===== config.mk =====
export PLATFORM = sky130hd
export DESIGN_NAME = if_id_reg
export DESIGN_NICKNAME = d
export VERILOG_FILES = /design/src/rtl/cpu_defs_pkg.sv /design/src/rtl/pipe_reg.sv /design/src/rtl/if_id_reg.sv
export SDC_FILE = /design/constraint.sdc
export NUM_CORES = 1
export LEC_CHECK = 0
export CAP_MARGIN = 20
export CORE_UTILIZATION = 35
export CTS_CLUSTER_DIAMETER = 40
export DETAILED_ROUTE_END_ITERATION = 10
export MAX_ROUTING_LAYER = met4
export PLACE_DENSITY = 0.72
export SLEW_MARGIN = 5
export SYNTH_ARGS = -nofsm -noshare
export SYNTH_HDL_FRONTEND = slang
export SYNTH_SLANG_ARGS = --single-unit

===== constraint.sdc =====
create_clock -name clk -period 1.2 [get_ports clk]
set_input_delay 0.24 -clock clk [delete_from_list [all_inputs] [get_ports clk]]
set_output_delay 0.24 -clock clk [all_outputs]
set_load 0.03 [all_outputs]

===== src/rtl/cpu_defs_pkg.sv =====
// Shared definitions for the pipeline registers of the toy 5-stage CPU.
package cpu_defs_pkg;

  localparam int INST_ADDR_BUS = 32;
  localparam int INST_BUS      = 32;

  localparam logic [INST_BUS-1:0]      NOP_INST = '0;
  localparam logic [INST_ADDR_BUS-1:0] ZERO_PC  = '0;

endpackage


===== src/rtl/pipe_reg.sv =====
// Generic pipeline field register with async active-low reset, an enable and a
// synchronous clear that loads the same value as reset.
module pipe_reg #(
  parameter int               WIDTH   = 32,
  parameter logic [WIDTH-1:0] RST_VAL = '0
) (
  input  logic             clk,
  input  logic             rst,
  input  logic             en,
  input  logic             clr,
  input  logic [WIDTH-1:0] d,
  output logic [WIDTH-1:0] q
);

  // clr wins over en so a bubble can be inserted while the stage is held
  always_ff @(posedge clk or negedge rst) begin
    if (!rst) begin
      q <= RST_VAL;
    end else if (clr) begin
      q <= RST_VAL;
    end else if (en) begin
      q <= d;
    end
  end

endmodule


===== src/rtl/if_id_reg.sv =====
// IF/ID pipeline register: captures fetched PC and instruction, supports
// stall (hold) and flush (bubble), flush having priority.
module if_id_reg #(
  parameter int                    ADDR_WIDTH = cpu_defs_pkg::INST_ADDR_BUS,
  parameter int                    INST_WIDTH = cpu_defs_pkg::INST_BUS,
  parameter logic [INST_WIDTH-1:0] NOP_INST   = INST_WIDTH'(cpu_defs_pkg::NOP_INST)
) (
  input  logic                  clk,
  input  logic                  rst,
  input  logic [ADDR_WIDTH-1:0] ifPC,
  input  logic [INST_WIDTH-1:0] ifInst,
  input  logic                  stall,
  input  logic                  flush,
  output logic [ADDR_WIDTH-1:0] idPC,
  output logic [INST_WIDTH-1:0] idInst,
  output logic                  idValid
);

  import cpu_defs_pkg::*;

  logic load_en;

  // A held stage ignores ifPC/ifInst entirely, so X on them cannot leak in
  assign load_en = ~stall;

  pipe_reg #(
    .WIDTH   (ADDR_WIDTH),
    .RST_VAL (ADDR_WIDTH'(ZERO_PC))
  ) u_pc_reg (
    .clk (clk),
    .rst (rst),
    .en  (load_en),
    .clr (flush),
    .d   (ifPC),
    .q   (idPC)
  );

  pipe_reg #(
    .WIDTH   (INST_WIDTH),
    .RST_VAL (NOP_INST)
  ) u_inst_reg (
    .clk (clk),
    .rst (rst),
    .en  (load_en),
    .clr (flush),
    .d   (ifInst),
    .q   (idInst)
  );

  pipe_reg #(
    .WIDTH   (1),
    .RST_VAL (1'b0)
  ) u_valid_reg (
    .clk (clk),
    .rst (rst),
    .en  (load_en),
    .clr (flush),
    .d   (1'b1),
    .q   (idValid)
  );

endmodule


### After elaboration in Yosys (flattened, before gate mapping)

Index checks and enable logic that the tools add are counted.

* eq/ne operators: 1
* multiplexer cells: 6

Operators with widths (count)
* 32-bit 2-to-1 mux: 4
* 1-bit 2-to-1 mux: 2
* 2-bit by 1-bit inequality test with 1-bit output (second input constant): 1

* bits in registers: 65
* output and inout bits: 65

### Longest topological paths before layout

Gate-level depths: netlist (run 1).

* depth in word-level cells: 2
* mapped depth: 4

### Hierarchy

Synthesis (run 1) repeated with hierarchy kept, for this count alone.

* cell total of the unflattened synthesis: 211
* area total of the unflattened synthesis: 2693.8 µm²

Modules (own cells, without submodules)
* pipe_reg at u_inst_reg ...: times used 2, area an instance 1323.8 µm², cells each 103
* pipe_reg at u_valid_reg: times used 1, area an instance 38.8 µm², cells each 3
* if_id_reg: times used 1, area an instance 7.5 µm², cells each 2

### Worst setup path after synthesis (run 1)

Ideal clock, no wire load.

* path kind: input to register
* start point: input port stall
* end point: register u_inst_reg.q[16]
* setup slack: 0.303 ns
* setup time: 0.132 ns
* data required time: 1.068 ns
* stages on the path: 4
* arrival time: 0.765 ns
* path through: buf_6 > buf_8 > mux2i_1 > nor2_1

* word-level cells in the longest chain between the ends: 1

RTL lines
* start, declared: RTL line if_id_reg.sv:12 `input logic stall,`
* 2-bit by 1-bit inequality test with 1-bit output (no line)
* end signal, assigned: RTL line pipe_reg.sv:18 `q <= RST_VAL;`
* end signal, assigned: RTL line pipe_reg.sv:20 `q <= RST_VAL;`
* end signal, assigned: RTL line pipe_reg.sv:22 `q <= d;`
* end, declared: RTL line pipe_reg.sv:12 `output logic [WIDTH-1:0] q`

No other way between the ends.
A chain may end at the register's enable or synchronous reset.

### Worst setup path after layout (run 1)

* start point: register u_pc_reg.q[18]
* end point: output port idPC[18]

RTL lines
* start, declared: RTL line pipe_reg.sv:12
* start signal, assigned: RTL line pipe_reg.sv:18
* start signal, assigned: RTL line pipe_reg.sv:20
* start signal, assigned: RTL line pipe_reg.sv:22
* end, declared: RTL line if_id_reg.sv:14 `output logic [ADDR_WIDTH-1:0] idPC,`

No word-level cell between the ends.

==> results of run 1 <==
==> worst register-to-register path, cell delays in order, from the launching register on <==
cell	delay, ps
dfrtp_1	400
mux2i_1	180
nor2_1	70
==> placed cells by master (no fill, tap or decap) <==
master,instances
inv_1,1
a21oi_1,1
dlygate4sd3_1,1
clkinv_2,2
mux2i_1,64
buf_2,2
clkdlybuf4s50_1,64
dfrtp_1,65
clkbuf_1,3
buf_12,5
clkbuf_8,10
buf_4,66
bufinv_16,1
nor2_1,64
==> registers in the layout, indices dropped and copies added, names as in the netlist <==
register       count
u_valid_reg.q      1
u_inst_reg.q      32
u_pc_reg.q        32
==> cells in the mapped netlist, drive strengths merged <==
library cell,instances
mux2i,64
a21oi,1
dfrtp,65
clkbuf,5
inv,1
buf,9
nor2,64
==> worst paths after layout <==
kind                       slack (ps)  depth (start not counted)                to
setup / recovery                   50                          1          idPC[18]
hold / removal                    330                          3     u_valid_reg.q
setup reg to reg                  440                          2  u_inst_reg.q[16]
hold reg to reg                   520                          2    u_pc_reg.q[15]
max in group asynchronous         480                          3    u_pc_reg.q[19]
min in group asynchronous         460                          3     u_pc_reg.q[3]
==> power by group <==
| group | internal [mW] | switching (mW) |
|---|---|---|
| clock network | 1.01 | 0.760 |
| logic | 0.499 | 0.538 |
| registers | 2.31 | 0.0705 |
| total | 3.83 | 1.37 |
==> what timing repair did <==
action,in CTS,in global routing
resized for setup,0,0
hold buffers,1,0
hold endpoints to repair,65,0
==> routing by layer <==
| layer | track usage, % | part of all wire, % | up-vias |
|---|---|---|---|
| met4 | 4.399 | 0.35 | 0 |
| li1 | - | - | 957 |
| met2 | 28.11 | 51 | 73 |
| met5 | - | 0 | - |
| met1 | 17.76 | 41 | 974 |
| met3 | 6.250 | 7.5 | 2 |
==> metrics by stage <==
stage | power (mW) | hold slack [ps] | std cells | util, %
2_1_floorplan | 2.951 | -55.59 | 209 | -
3_3_place_gp | 3.459 | 284.7 | 431 | 53.58
5_1_grt | 5.468 | 317.9 | 448 | 56.32
4_1_cts | 5.282 | 304.5 | 448 | 56.32
6_report | 5.195 | 325.6 | 448 | 56.32
3_5_place_dp | 3.475 | 281.0 | 431 | 53.58
==> cell families after synthesis <==
| logic type | Yosys count | synth area share, % |
|---|---|---|
| flip-flops | 65 | 61.64 |
| multiplexers | 64 | 24.28 |
| AND/OR/NAND/NOR | 64 | 9.104 |
| buffers and inverters | 15 | 4.789 |
| AO/OA/AOI/OAI | 1 | 0.1895 |
==> layout make-up <==
type	count	share of cell area, %
well taps	99	3.032
repair buffers	138	30.75
flip-flops and latches	65	39.82
multi-input cells	129	21.68
clock inverters	3	0.9801
inverters	1	0.09188
clock buffers	13	3.645
==> impl.org, run 1 <==
** Status
- The run finished with clean final reports.

** Yosys
- Averaged over all synthesized cells, the footprint is roughly 13 µm².
- The cell area that synthesis handed to floorplanning was roughly 2600 µm².
- Synthesis warning total :: 0
- Ranking of synthesized cells by area :: dfrtp_1 (62%), mux2i_1 (24%), nor2_1 (9.1%)
- Fraction of post-synthesis cell area in the top cell type by area :: between 60% and 70%
- Top cell type by total area after synthesis :: dfrtp_1
- Number of distinct library cell variants in the gate-level netlist after synthesis :: 10
- Sequential fraction of the synthesis area :: 61.64%
- In this run, synthesis produced a sequential element count of 65.
- The cell count after synthesis came out at between 200 and 250.
- Synth Net Count :: 277

** Layout
- Layout Area Growth over Synthesis :: 54.81%
- Cell area after layout :: between 4000 and 5000 µm²
- Filler cells :: 650
- The net count of the finished layout is 412.
- The number of antenna diodes in the final layout is 0.
- The sequential cells in the finished layout cover a total of about 1600 µm².
- The multi-input combinational cells in the finished layout cover a total of around 900 µm².
- Share of layout cells above drive strength 1 :: 24.64%

** Drt
- Routed Wire Length :: 5929 µm
- Dividing the detail-routed wire length by the instance count gives approximately 13 µm.
- Once detail routing completed, the nets flagged for antenna violations numbered 0.
- Across all layers, the routed design uses roughly 2.0k vias.
- After detailed routing, the number of remaining DRC violations is 0.
- Vias per Instance :: between 4 and 5
- Iteration-0 DRC count of the detailed router :: 50
- Pre-Repair DR Iteration Count :: 4

** Clocking
- CTS root buf :: clkbuf_8
- Number of H-tree levels :: 3
- The clock passes through at most 2 buffers.
- Buffers inserted during post-CTS setup optimization :: 0
- Clock latency of the later-clocked register in the worst-skew pair :: 330 ps
- TritonCTS built the clock tree.
- After clock tree synthesis, the clock-pin slew on the worst setup and hold paths is ~70 ps.
- Clock tree synthesis inserted a total of 9 buffers.
- Clock tree synthesis found a total of between 60 and 70 sinks.

** STA
- Fmax :: just under 900 MHz
- For the pin with the worst max-slew slack, the measured transition is between 300 and 400 ps.
- Setup violations remaining at the end of the flow were counted as 0.
- Setup repair after global routing left no endpoint under its margin.
- Setup total negative slack on the finished layout was measured at 0 ps.
- Worst slew margin relative to its limit :: between 70 and 80%
- The final hold violation count was 0.
- The clock period could shrink to around 1100 ps.
- The final max-slew violation count is 0.
- After layout, the worst setup slack is between 50 and 60 ps.
- Final critical-path share of the clock period :: about 95%
- Clock skew after layout :: 0 ps

** Floorplanning
- Io pins :: approximately 130
- Die width :: approximately 89 µm
- For this configuration, the core starts out at a cell density of 36.38%.
- In this run the core area contains 31 standard-cell rows.
- The floorplan step defined a die boundary enclosing just under 8000 µm².
- Die span in y :: 88.83 µm
- The region available for standard cell placement spans between 7000 and 8000 µm².

** Global route
- Global router's overall resource usage :: roughly 16%
- Remaining Overflow, GRT :: 0
- Antenna violations before repair :: 0
- The first global-routing pass estimated 9287 µm of wire.
- Maximum number of pins on one net before global-route repair :: 66
- Number of global-route vias before repair :: 2000

** Place
- Buffers placed on the I/O ports in this run total between 100 and 150.
- In this run the cell area measured after placement is about 3900 µm².
- Setup WS pre-CTS :: roughly 160 ps
- At the end of routability-driven placement, the weighted congestion stood at between 0.6 and 0.7.
- Once detailed placement completed, the half-perimeter wirelength came to roughly 4000 µm.

** Setup path
- The critical path starts at u_pc_reg.q[18].
- Counting both buffers and inverters, the worst setup path holds a total of 1.
- For the worst setup path, the data required time is roughly 960 ps.
- Arrival @ worst endpoint :: approximately 910 ps
- Crit path largest cell delay :: 400 ps
- The slowest stage of the critical path belongs to the cell dfrtp_1.
- The worst register-to-register path begins at u_inst_reg.q[16].
- In this run the worst path has a maximum fanout of 2.
- The worst setup path is of the reg -> out kind.
- Cell breakdown of the critical path :: buf_4
- The worst setup path is launched from a flop.
- Endpoint type of the worst setup path :: output port
- Among cell families on the critical path, the largest total delay comes from flip-flops.

** Power
- VDD IR max :: between 800 and 900 µV
- Leakage power total :: 2.115 nW
- Power density cells :: 1272 nW/µm²

** Worst hold path
- In this run the worst hold path is classified as in -> reg.
- The worst hold path begins at stall.

** Run
- Max-capacitance violation count :: 0
Power figures use the tool's default switching activity.
==> run 2: changes to the inputs <==
CORE_ASPECT_RATIO = 1.75   (was default)
SETUP_SLACK_MARGIN = 0.1   (was default)
==> impl.org, run 2 (synthesized netlist as in run 1, its figures left out) <==
** Setup path
- R2R Path End :: u_pc_reg.q[22]
- Library cell contributing the largest single delay on the critical path :: dfrtp_1
- Walking the worst path, the cells encountered are buf_6.
- Max FO, Critical Path :: 2 (unchanged)
- Critical R2R Launch :: u_pc_reg.q[22]
- The worst setup path is launched from a flop.
- The required time of the worst setup path came to 960 ps (about the same).
- Endpoint type of the worst setup path :: output port
- Setup slack of the most critical reg-to-reg path :: 260 ps (-180 ps)
- Crit Path Class :: reg -> out
- Crit path largest cell delay :: 410 ps (about the same)
- Arrival @ worst endpoint :: 890 ps (-20 ps)
- Crit-path leading delay family :: flip-flops
- Worst R2R Path Depth :: 4 (+2)
- The critical path buffer and inverter count is 1 (unchanged).

** Global route
- The pin count of the biggest net entering global routing is 66 (unchanged).
- The global-route wire length before repair was 10250 µm (+10%).
- Antenna violations before repair :: 0 (unchanged)
- Number of global-route vias before repair :: 2122 (+6.1%)
- The overflow left after global routing was 0 (unchanged).
- Global router's overall resource usage :: 18.87% (+2.5 points)

** Layout
- The fraction of final layout cells with drive strength greater than 1 came to 29.95% (+5.3 points).
- Antenna Cells :: 0 (unchanged)
- Filler cells :: 597 (-8.2%)
- From synthesis to final layout, the design area changed by 73.83%.
- The summed area of non-filler cells in the final layout is 4587 µm² (+12%).
- In the layout the commonest cells are buf_6 (65), dfrtp_1 (65), mux2i_1 (64), nor2_1 (64), clkdlybuf4s50_1 (64).
- Largest registers :: u_inst_reg.q x32, u_pc_reg.q x32, u_valid_reg.q x1
- The number of nets in the finished design came to 437 (+6.1%).
- The count of non-filler cells in the finished layout came to 460 (+2.7%).
- FF/Latch Area :: 1627 µm² (unchanged)
- Area of combinational cells with multiple inputs :: 885.9 µm² (unchanged)

** Clocking
- The tree is rooted in a clkbuf_16.
- CTS tree :: yes
- CTS Buf Count :: 9 (unchanged)
- The clock latency on the worst-skew pair was 320 ps (about the same).
- CTS clk-pin slew, worst paths :: 50 ps (-20 ps)
- The H-tree depth was 3 (unchanged).
- The buffer depth of the longest clock path was 2 (unchanged).
- The clock sink count came to 65 (unchanged).

** STA
- Fmax :: 885.8 MHz (+1.5%)
- Measured slew at the worst slew-check pin :: 351.5 ps (+14.35 ps)
- The share of the clock period used by the worst path was 94.07% (-1.4 points).
- Final critical-path required period :: 1129 ps (-16.56 ps)
- Setup-violating endpoint count in the final report :: 0 (unchanged)
- The final clock skew is 0 ps (unchanged).
- Number of endpoints with negative hold slack in the final report :: 0 (unchanged)
- Sum Neg Setup Slack :: 0 ps (unchanged)
- Setup repair after global routing missed its margin :: true
- Slew Limit Fails :: 0 (unchanged)
- Worst slew margin relative to its limit :: 76.56% (-0.96 points)

** Worst hold path
- Min-Delay Path Class :: in -> reg
- Startpoint of the most critical hold path :: stall
- The worst hold path cell count was 3 (unchanged).
- For hold timing, the worst endpoint is u_valid_reg.q.

** Drt
- Post-DR wirelength/cell :: 15.16 µm (+15%)
- Top sig layer :: met4
- The number of design rule violations left after detail routing came to 0 (unchanged).
- The count of vias placed by the detailed router came to 2114 (+5.4%).
- The routed via count divided by cell count is 4.596 (+2.6%).
- Metal-1 WL :: 2385 µm (-1.6%)
- Met3 wire length :: 306 µm (-31%)
- Iteration-0 DRC count of the detailed router :: 97 (+94%)
- The first-pass iteration count of the detailed router was 4 (unchanged).
- The antenna violation net count after detailed routing is 0 (unchanged).
- Routed Wire Length :: 6973 µm (+18%)
- Met2 routed wirelength :: 4019 µm (+32%)

** Floorplanning
- Number of rows in the core area :: 41 (+32%)
- Die area :: 7904 µm² (+0.17%)
- Io pins :: 133 (unchanged)
- The chip height is 116.9 µm (+32%).
- The x dimension of the die is 67.64 µm (-24%).
- The effective utilization at floorplan came to 36.48% (+0.10 points).
- The area of the placeable core is 7233 µm² (-0.28%).

** Status
- Outcome :: completed

** Place
- The routability congestion estimate from global placement was 0.7580 (+12%).
- Post-detail-place hpwl :: 4555 µm (+11%)
- The count of port buffers added during placement came to 132 (unchanged).
- Total placed cells including tap cells :: 418 (-3.0%)
- Placement Cell Area :: 3870 µm² (-0.42%)

** Power
- The static power due to leakage was 2.346 nW (+11%).
- The power density over the cells is 1303 nW/µm² (+2.5%).
- The maximum vdd drop is 751.3 µV (-7.1%).

** Run
- The number of maximum-capacitance violations came to 0 (unchanged).
## run 2: changes by cell type in the layout (fill, tap and decap cells not counted)
cell / previous run / this run
buf_6: 0 / 65
buf_4: 66 / 26
clkbuf_16: 0 / 9
clkbuf_8: 10 / 2
bufinv_16: 1 / 0
clkbuf_1: 3 / 2
clkinv_2: 2 / 3
## run 2: how the worst max path moves through the flow
stage,slack [ps],start,depth (start not counted),endpoint
after floorplan,300,stall,4,u_inst_reg.q[16]
after global placement,200,ifInst[10],3,u_inst_reg.q[10]
after detailed placement,180,ifInst[10],3,u_inst_reg.q[10]
after CTS,60,u_inst_reg.q[11],1,idInst[11]
after global routing,50,u_inst_reg.q[11],1,idInst[11]
final,70,u_inst_reg.q[11],1,idInst[11]
## run 2: area by class of cell
class / count / area share [%]
clock buffers: 13 / 5.674
clock inverters: 3 / 0.3273
inverters: 1 / 0.08183
multi-input cells: 129 / 19.31
flip-flops and latches: 65 / 35.46
well taps: 86 / 2.346
repair buffers: 163 / 36.80
## run 2: metal layers
metal | global-route usage (%) | vias up
met5 | - | -
met4 | 12.62 | 0
met3 | 3.682 | 19
met2 | 31.62 | 74
met1 | 19.36 | 1012
li1 | - | 1009
## run 2: timing repair
item	in CTS	in global routing
hold buffers	1	0
buffers inserted	9	16
endpoints found under the hold margin	65	0
setup endpoints to repair	65	65
gates resized for setup	65	0
pin swaps	0	0
## run 2: power by group
group | switching [mW] | internal [mW]
Sequential | 0.0926 | 2.32
Clock | 0.869 | 1.50
Combinational | 0.569 | 0.630
Total | 1.53 | 4.45
## run 2: stage by stage
step	power [mW]	utilization [%]	setup WS [ps]	hold WS, ps
global placement	3.470	53.50	202.7	281.2
CTS	6.009	61.75	61.22	362.4
global route	6.217	63.41	49.96	376.6
floorplan	2.951	-	303.3	-55.59
finish	5.978	63.41	71.14	362.2
detailed placement	3.485	53.50	182.9	285.0
==> run 3: changes to the inputs <==
CORE_ASPECT_RATIO = 2   (was 1.75)
==> impl.org, run 3 (synthesized netlist as in run 1, its figures left out) <==
** Status
- Outcome :: completed

** Power
- The power density over the cells is 1292 nW/µm² (-0.89%).
- The static power due to leakage came to 2.329 nW (-0.76%).
- VDD IR max :: 1012 µV (+35%)

** Layout
- Share of layout cells above drive strength 1 :: 28.92% (-1.0 points)
- Largest registers :: u_inst_reg.q x32, u_pc_reg.q x32, u_valid_reg.q x1
- FF/Latch Area :: 1627 µm² (unchanged)
- The library cells used most frequently in the layout, excluding fill and tap cells, are buf_6 (65), dfrtp_1 (65), mux2i_1 (64), nor2_1 (64), clkdlybuf4s50_1 (64).
- Filler cells :: 578 (-3.2%)
- The antenna cell count came to 0 (unchanged).
- Final Core Density :: 63.03% (-0.38 points)
- Cell area after layout :: 4581 µm² (-0.14%)
- The number of nets in the finished design was 435 (-0.46%).
- Area of combinational cells with multiple inputs :: 885.9 µm² (unchanged)
- Relative to the synthesized area, the layout overhead comes to 73.59%.

** Clocking
- Number of H-tree levels :: 3 (unchanged)
- Clock latency of the later-clocked register in the worst-skew pair :: 320 ps (about the same)
- The buffer depth of the longest clock path came to 2 (unchanged).
- The cell sitting at the root of the clock tree is a clkbuf_16.
- CTS clk-pin slew, worst paths :: 50 ps (about the same)
- The clock sink count was 65 (unchanged).
- CTS tree :: yes
- CTS Buf Count :: 9 (unchanged)

** Setup path
- The maximum fanout count along the critical path is 2 (unchanged).
- R2R Path End :: u_pc_reg.q[13]
- The setup slack of the worst register-to-register path came to 270 ps (about the same).
- Crit path largest cell delay :: 410 ps (about the same)
- Crit-path leading delay family :: flip-flops
- CP Data Required Time :: 960 ps (about the same)
- Crit Path Class :: reg -> out
- The signal on the critical path passes through buf_6.
- Among all stages on the critical path, the largest delay is contributed by dfrtp_1.
- Startpoint types :: flop
- The endpoint arrival time on the critical path is 880 ps (about the same).
- In this run the critical register-to-register path is launched from u_pc_reg.q[13].
- STA classifies the critical path endpoint as an output port.
- Worst R2R Path Depth :: 4 (unchanged)
- The critical path buffer and inverter count was 1 (unchanged).

** Place
- The sum of net half-perimeters after detailed placement came to 4850 µm (+6.5%).
- Number of I/O port buffers :: 132 (unchanged)
- The area of placed instances was 3913 µm² (+1.1%).
- The routability congestion estimate from global placement came to 0.7875 (+3.9%).

** STA
- The worst slew slack as a fraction of its limit is 80.94% (+4.4 points).
- Final critical-path required period :: 1124 ps (-4.909 ps)
- Sum Neg Setup Slack :: 0 ps (unchanged)
- Clock skew after layout :: 0 ps (unchanged)
- Final critical-path share of the clock period :: 93.66% (-0.41 points)
- Number of endpoints with negative hold slack in the final report :: 0 (unchanged)
- The tightest hold margin was 285.2 ps (-77.00 ps).
- Setup-violating endpoint count in the final report :: 0 (unchanged)
- Measured slew at the worst slew-check pin :: 285.9 ps (-65.63 ps)
- Setup repair after global routing missed its margin :: true
- The final max-slew violation count came to 0 (unchanged).
- The fmax is 889.7 MHz (+0.44%).

** Floorplanning
- The area of the placeable core is 7267 µm² (+0.47%).
- The die area came to 7911 µm² (about the same).
- Initial cell density of the core :: 36.31% (-0.17 points)
- The total I/O pin count came to 133 (unchanged).
- The number of rows in the core area was 44 (+7.3%).
- Die span in y :: 124.8 µm (+6.8%)
- The x dimension of the die came to 63.40 µm (-6.3%).

** Drt
- The first-pass iteration count of the detailed router is 4 (unchanged).
- Remaining DRCs :: 0 (unchanged)
- Vias per Instance :: 4.597 (about the same)
- Post-DR wirelength/cell :: 15.12 µm (-0.28%)
- The count of vias placed by the detailed router is 2124 (+0.47%).
- Post-route antenna net violation count :: 0 (unchanged)
- The overall routed net length came to 6984 µm (+0.16%).
- The number of violations reported at the end of detailed-routing iteration 0 came to 56 (-42%).

** Global route
- Antenna violations before repair :: 0 (unchanged)
- The overflow left after global routing was 0 (unchanged).
- The pin count of the biggest net entering global routing is 66 (unchanged).
- The global-route wire length before repair came to 10730 µm (+4.7%).
- Global router's overall resource usage :: 18.91% (+0.030 points)
- Number of global-route vias before repair :: 2158 (+1.7%)

** Worst hold path
- Worst hold path stage count :: 3 (unchanged)
- Worst hold path endpoint :: u_pc_reg.q[25]
- Min-Delay Path Class :: in -> reg
- Startpoint of the most critical hold path :: stall

** Run
- The number of maximum-capacitance violations was 0 (unchanged).
## run 3: what timing repair did
| action | CTS | global route |
|---|---|---|
| hold buffers | 1 | 0 |
| pin swaps | 0 | 0 |
| endpoints found under the hold margin | 6 | 0 |
| endpoints found under the setup margin | 65 | 65 |
| setup buffers | 5 | 15 |
| resized for setup | 65 | 0 |
## run 3: per-layer routing
| metal | part of all wire [%] | global-route usage (%) | up-vias |
|---|---|---|---|
| met5 | 0 | - | - |
| met1 | 35 | 19.50 | 1012 |
| li1 | - | - | 1004 |
| met3 | 4.1 | 4.121 | 25 |
| met2 | 55 | 30.35 | 83 |
| met4 | 5.9 | 14.71 | 0 |
## run 3: worst max-delay path by stage
| stage | to | start | slack (ps) | depth (start not counted) |
|---|---|---|---|---|
| after global routing | idInst[13] | u_inst_reg.q[13] | 50 | 1 |
| after CTS | idInst[13] | u_inst_reg.q[13] | 60 | 1 |
| after floorplan | u_inst_reg.q[16] | stall | 300 | 4 |
| final | idInst[13] | u_inst_reg.q[13] | 80 | 1 |
| after detailed placement | u_inst_reg.q[30] | stall | 150 | 4 |
| after global placement | u_inst_reg.q[27] | stall | 190 | 4 |
## run 3: tightest hold or removal path, delay by kind of cell
family	cells	cell delay, ps
buffers and inverters	1	160
multiplexers	1	90
AND/OR/NAND/NOR	1	70
## run 3: through the flow
stage | power [mW] | worst slack (ps) | std cells
floorplan | 2.951 | 303.3 | 209
global placement | 3.485 | 194.2 | 427
detailed placement | 3.498 | 154.7 | 427
CTS | 5.956 | 57.13 | 447
global route | 6.142 | 51.11 | 462
finish | 5.917 | 76.05 | 462
## run 3: where the power goes
| part | switching [mW] | internal, mW |
|---|---|---|
| Sequential | 0.0931 | 2.32 |
| Combinational | 0.566 | 0.629 |
| Clock | 0.822 | 1.49 |
| Total | 1.48 | 4.44 |
## run 3: cell type report
class | instances | share of cell area (%)
multi-input cells | 129 | 19.34
flip-flops and latches | 65 | 35.51
clock buffers | 14 | 5.763
repair buffers | 161 | 36.79
inverters | 1 | 0.08194
well taps | 92 | 2.513
